<file path="config.mk">
export PLATFORM = sky130hd
export DESIGN_NAME = tcdm_req_issuer
export DESIGN_NICKNAME = d
export VERILOG_FILES = /design/src/rtl/tcdm_req_issuer.sv
export SDC_FILE = /design/constraint.sdc
export NUM_CORES = 1
export LEC_CHECK = 0
export ABC_CLOCK_PERIOD_IN_PS = 3250
export BUFFER_PORTS_ARGS = -buffer_cell sky130_fd_sc_hd__buf_2
export CORE_UTILIZATION = 35
export CTS_BUF_LIST = sky130_fd_sc_hd__clkbuf_8
export DETAILED_ROUTE_END_ITERATION = 10
export SETUP_SLACK_MARGIN = 0.2
export SLEW_MARGIN = 20
export SYNTH_ARGS = -nofsm -noshare
export SYNTH_HDL_FRONTEND = slang
export SYNTH_SLANG_ARGS = --single-unit
</file>
<file path="constraint.sdc">
create_clock -name clk_i -period 3.25 [get_ports clk_i]
set_input_delay 0.1625 -clock clk_i [delete_from_list [all_inputs] [get_ports clk_i]]
set_output_delay 0.1625 -clock clk_i [all_outputs]
set_load 0.02 [all_outputs]
</file>
<file path="src/rtl/tcdm_req_issuer.sv">
// TCDM core-side request issuer: tags outgoing requests and returns
// out-of-order bank responses to the core in issue order through a ROB.
module tcdm_req_issuer #(
  parameter int unsigned AddrWidth      = 32,
  parameter int unsigned DataWidth      = 32,
  parameter int unsigned NumOutstanding = 8,
  parameter int unsigned TagWidth       = $clog2(NumOutstanding)
) (
  input  logic                   clk_i,
  input  logic                   rst_ni,
  input  logic                   req_valid_i,
  output logic                   req_ready_o,
  input  logic [AddrWidth-1:0]   req_addr_i,
  input  logic [3:0]             req_amo_i,
  input  logic                   req_write_i,
  input  logic [DataWidth-1:0]   req_wdata_i,
  input  logic [DataWidth/8-1:0] req_be_i,
  output logic                   resp_valid_o,
  input  logic                   resp_ready_i,
  output logic [DataWidth-1:0]   resp_rdata_o,
  output logic                   out_valid_o,
  input  logic                   out_ready_i,
  output logic [AddrWidth-1:0]   out_addr_o,
  output logic [3:0]             out_amo_o,
  output logic                   out_write_o,
  output logic [DataWidth-1:0]   out_wdata_o,
  output logic [DataWidth/8-1:0] out_be_o,
  output logic [TagWidth-1:0]    out_tag_o,
  input  logic                   in_valid_i,
  output logic                   in_ready_o,
  input  logic [DataWidth-1:0]   in_rdata_i,
  input  logic [TagWidth-1:0]    in_tag_i,
  output logic [TagWidth:0]      outstanding_o
);

  if (DataWidth != 32) begin : g_dw_check
    $error("tcdm_req_issuer: DataWidth must be 32");
  end
  if (NumOutstanding < 2 ||
      (NumOutstanding & (NumOutstanding - 1)) != 0) begin : g_no_check
    $error("tcdm_req_issuer: NumOutstanding must be a power of 2 >= 2");
  end

  localparam logic [TagWidth:0] MaxCnt = (TagWidth+1)'(NumOutstanding);

  logic [TagWidth-1:0]       head_q, tail_q;
  logic [TagWidth:0]         count_q, count_d;
  logic [NumOutstanding-1:0] alloc_q, alloc_d;
  logic [NumOutstanding-1:0] done_q, done_d;
  logic [DataWidth-1:0]      data_q [NumOutstanding];
  logic                      full, issue, pop;

  // Full uses the registered count; a same-cycle pop never frees a slot.
  assign full = (count_q == MaxCnt);

  assign out_valid_o = rst_ni & req_valid_i & ~full;
  assign req_ready_o = rst_ni & out_ready_i & ~full;
  assign issue       = req_valid_i & req_ready_o;

  assign out_addr_o  = req_addr_i;
  assign out_amo_o   = req_amo_i;
  assign out_write_o = req_write_i;
  assign out_wdata_o = req_wdata_i;
  assign out_be_o    = req_be_i;
  assign out_tag_o   = tail_q;

  assign in_ready_o    = 1'b1;
  assign resp_valid_o  = done_q[head_q];
  assign resp_rdata_o  = data_q[head_q];
  assign pop           = resp_valid_o & resp_ready_i;
  assign outstanding_o = count_q;

  always_comb begin
    alloc_d = alloc_q;
    done_d  = done_q;
    count_d = count_q;
    if (issue) begin
      alloc_d[tail_q] = 1'b1;
      done_d[tail_q]  = 1'b0;
    end
    if (in_valid_i) begin
      done_d[in_tag_i] = 1'b1;
    end
    if (pop) begin
      alloc_d[head_q] = 1'b0;
      done_d[head_q]  = 1'b0;
    end
    unique case ({issue, pop})
      2'b10:   count_d = count_q + 1'b1;
      2'b01:   count_d = count_q - 1'b1;
      default: count_d = count_q;
    endcase
  end

  always_ff @(posedge clk_i or negedge rst_ni) begin
    if (!rst_ni) begin
      head_q  <= '0;
      tail_q  <= '0;
      count_q <= '0;
      alloc_q <= '0;
      done_q  <= '0;
    end else begin
      alloc_q <= alloc_d;
      done_q  <= done_d;
      count_q <= count_d;
      if (issue) tail_q <= tail_q + 1'b1;
      if (pop)   head_q <= head_q + 1'b1;
    end
  end

  always_ff @(posedge clk_i) begin
    if (in_valid_i) data_q[in_tag_i] <= in_rdata_i;
  end

`ifndef SYNTHESIS
  a_resp_tag_live : assert property (
    @(posedge clk_i) disable iff (!rst_ni)
    in_valid_i |-> (alloc_q[in_tag_i] && !done_q[in_tag_i]));
`endif

endmodule

</file>
==> results.toml <==
[final_layout]
area_growth_syn_to_layout_pct = 15.3
nets = 758
final_area_sq_um = 13000
multi_input_area_sq_um = 2480
fillCellCount = 2830
fin_util = 0.411
diodes = 0
ff_latch_area_sq_um = 8150
layout-drive-gt1-share = 0.412

[grt]
gr-total-overflow = 0
grt_pass1_wl_microns = 36200
grt_max_degree = 71
grt_usage = 0.151
first_global_vias = 6001
antenna_found_initial = 0

[floorplanning]
dieArea_sq_um = 32800
rows = 65
die_x_microns = 181
coreArea_sq_um = 31600
die_y_microns = 181
initial_core_util = 0.356
io_pins = 230

[timing]
max-slew-margin-rel = 0.284
fin_crit_ps = 2880
fin_skew_ps = 3.63
fin_crit_sh = 0.888
finalHoldViolCount = 0
rsz0062_at_grt = "no"
drv_slew = 0
fin_tns_setup_ps = 0
fmax_ghz = 0.347
whs_ps = 56.7
worst_pin_slew_ps = 1070
setup_viol = 0

[power]
cellLeakagePower_uw = 0.00440
max-vdd-ir-drop_mv = 0.615
power.density_nw_per_um2 = 825

[route]
vias = 5353
drt-vias-per-instance = 4.98
drt_iter0_drc = 241
avgRoutedWirePerCell_microns = 22.8
drc = 0
wl_microns = 24500
antenna_left = 0
drt-pass1-iter-count = 4

[yosys]
synth_area_sq_um = 11200
syn_nets = 669
synth.top_cell.area_share = 0.684
yosysWarnings = 0
synth_area_leader_cell = "edfxtp_1"
ys_ff_latch = 274
ys_types = 39
syn_avg_cell_area_sq_um = 20.4
synth_cells = 550
seq_area_frac_synth = 0.724
ys_top_cells_by_area = "edfxtp_1 68%, mux4_2 13%, buf_4 4.9%"

[setup_path]
worst_ep_arrival_time_ps = 2720
crit_buf_inv = 2
crit_type = "flip-flop to output port"
critPathTopFamily = "multiplexers"
cp_slowest_stage_delay_ps = 590
cpMaxStageDelayCell = "clkbuf_8"
cp.required_ps = 3090
reg2reg_depth = 11
crit_cells = 4
worst-path-max-fanout = 52
cp_cell_sequence = "clkbuf_8, mux4_2, mux2_2, buf_2"
crit_path_end_kind = "output port"
start_kind = "flip-flop"

[clock_network]
clkTransAtPathRegs_ps = 60
post-cts-setup-buffers = 0
cts_tree = "done"
clock-sinks = 274
htree_levels = 2
cts_inserted_buffers = 46
cts.path.max_buffers = 3
clk_latency_ps = 540
cts_root_buf = "clkbuf_8"

[place]
post_dp_cell_area_sq_um = 11700
hpwl_microns = 14400
portBuffers = 82
gp_congestion = 0.729

[hold_path]
hp-class = "primary input to flip-flop"
whs_path_depth = 4

[run]
maxCapViolations = 0

[run_status]
status = "completed"
[registers in the layout (all words and copies together), names as in the netlist]
register and count:
data_q 256, done_q 8, head_q 3, out_tag_o 3
outstanding_o 4
[Yosys cell counts]
library cell,number
nor3_1,3
or4b_1,1
o41a_1,1
nand3_1,3
a2bb2oi_1,4
a31oi_1,1
o31ai_1,3
nor2_1,5
o32a_1,3
inv_2,1
buf_6,1
mux2_1,1
buf_4,74
nand2b_1,10
o21bai_1,1
ha_1,5
buf_1,1
or2_2,2
xnor2_1,5
dfrtp_1,18
nand2_1,6
a21oi_1,3
o31a_1,3
a211oi_1,1
nand4_1,2
nand4b_1,1
nor4bb_1,1
clkbuf_1,12
edfxtp_1,256
mux2_4,2
and3_1,2
nand2_4,1
nand3b_1,1
mux2_2,36
xor2_1,4
inv_1,4
mux4_2,65
buf_2,6
conb_1,1
[per-stage QoR]
step | std cells | setup slack, ps | total power [uW]
global route | 1075 | 216 | 11200
finish | 1075 | 366 | 10700
global placement | 956 | 443 | 7740
floorplan | 550 | 294 | 6980
detailed placement | 956 | 386 | 7840
CTS | 1075 | 232 | 10900
[final timing paths]
path	startpoint	to	slack, ps
max	head_q[0]	resp_rdata_o[0]	370
min	out_ready_i	done_q[1]	60
max reg2reg	head_q[0]	outstanding_o[2]	380
min reg2reg	outstanding_o[3]	outstanding_o[3]	520
max in group asynchronous	rst_ni	head_q[0]	2820
min in group asynchronous	rst_ni	head_q[2]	190
[worst register-to-register path, delay by kind of cell (launching register included)]
family / cells / cell delay [ps]
mux: 2 / 860
flops: 1 / 540
xor+xnor: 3 / 500
fa+ha+maj: 2 / 440
simple gates: 2 / 190
compound gates: 1 / 160
buf+inv: 1 / 70
[timing repair]
action | in CTS | in global routing
hold buffers | 37 | 0
gates resized for setup | 1 | 2
hold endpoints to repair | 278 | 0
pin swaps | 0 | 0
gates cloned | 0 | 0
endpoints found under the setup margin | 26 | 23
[layer usage]
layer  wire length [microns]  vias up  global-route usage
met5                       0        -                   0
met4                     865        0              0.0698
met3                    1570       95              0.0407
met2                   12800      199               0.267
met1                    9230     2737               0.168
li1                        -     2322                   -
[layout make-up]
cell class              count  area share
well taps                 402      0.0388
clock inverters            35      0.0194
inverters                   5     0.00145
clock buffers              47      0.0499
flip-flops and latches    274       0.629
repair buffers            135      0.0700
multi-input cells         177       0.191
[layout by cell type (no fill, tap or decap), types with 3 or more instances in the layout]
| cell | Yosys | final |
|---|---|---|
| o31ai_1 | 3 | 3 |
| dfrtp_1 | 18 | 15 |
| clkinv_2 | 0 | 6 |
| o31a_1 | 3 | 3 |
| xor2_1 | 4 | 4 |
| clkbuf_8 | 0 | 48 |
| nor2_4 | 0 | 3 |
| dlygate4sd3_1 | 0 | 37 |
| nand2b_1 | 10 | 10 |
| buf_4 | 74 | 15 |
| edfxtp_1 | 256 | 256 |
| inv_1 | 4 | 13 |
| nand2_1 | 6 | 6 |
| mux2_2 | 36 | 36 |
| inv_2 | 1 | 4 |
| clkinv_1 | 0 | 10 |
| xnor2_1 | 5 | 5 |
| a21oi_1 | 3 | 3 |
| buf_2 | 6 | 82 |
| ha_1 | 5 | 5 |
| mux4_2 | 65 | 65 |
| bufinv_16 | 0 | 3 |
| o32a_1 | 3 | 3 |
| a2bb2oi_1 | 4 | 4 |
[power breakdown]
group	leakage (uW)	switching [uW]	total, uW	internal, uW
combinational	0.00137	1830	3470	1640
sequential	0.00253	161	4260	4100
clock	0.000502	1350	2950	1600
[kinds of logic (layout without fill, tap and decap cells)]
logic type,count (synthesis),count (layout),share of synthesized area
XOR/XNOR,9,9,0.00701
multiplexers,104,104,0.170
other,1,1,0.000334
flip-flops,274,274,0.724
adder cells (fa/ha/maj),5,5,0.00557
AO/OA/AOI/OAI,20,20,0.0144
AND/OR/NAND/NOR,38,38,0.0195
buffers and inverters,99,222,0.0591
Note: power is estimated with default switching activity, not from simulation.
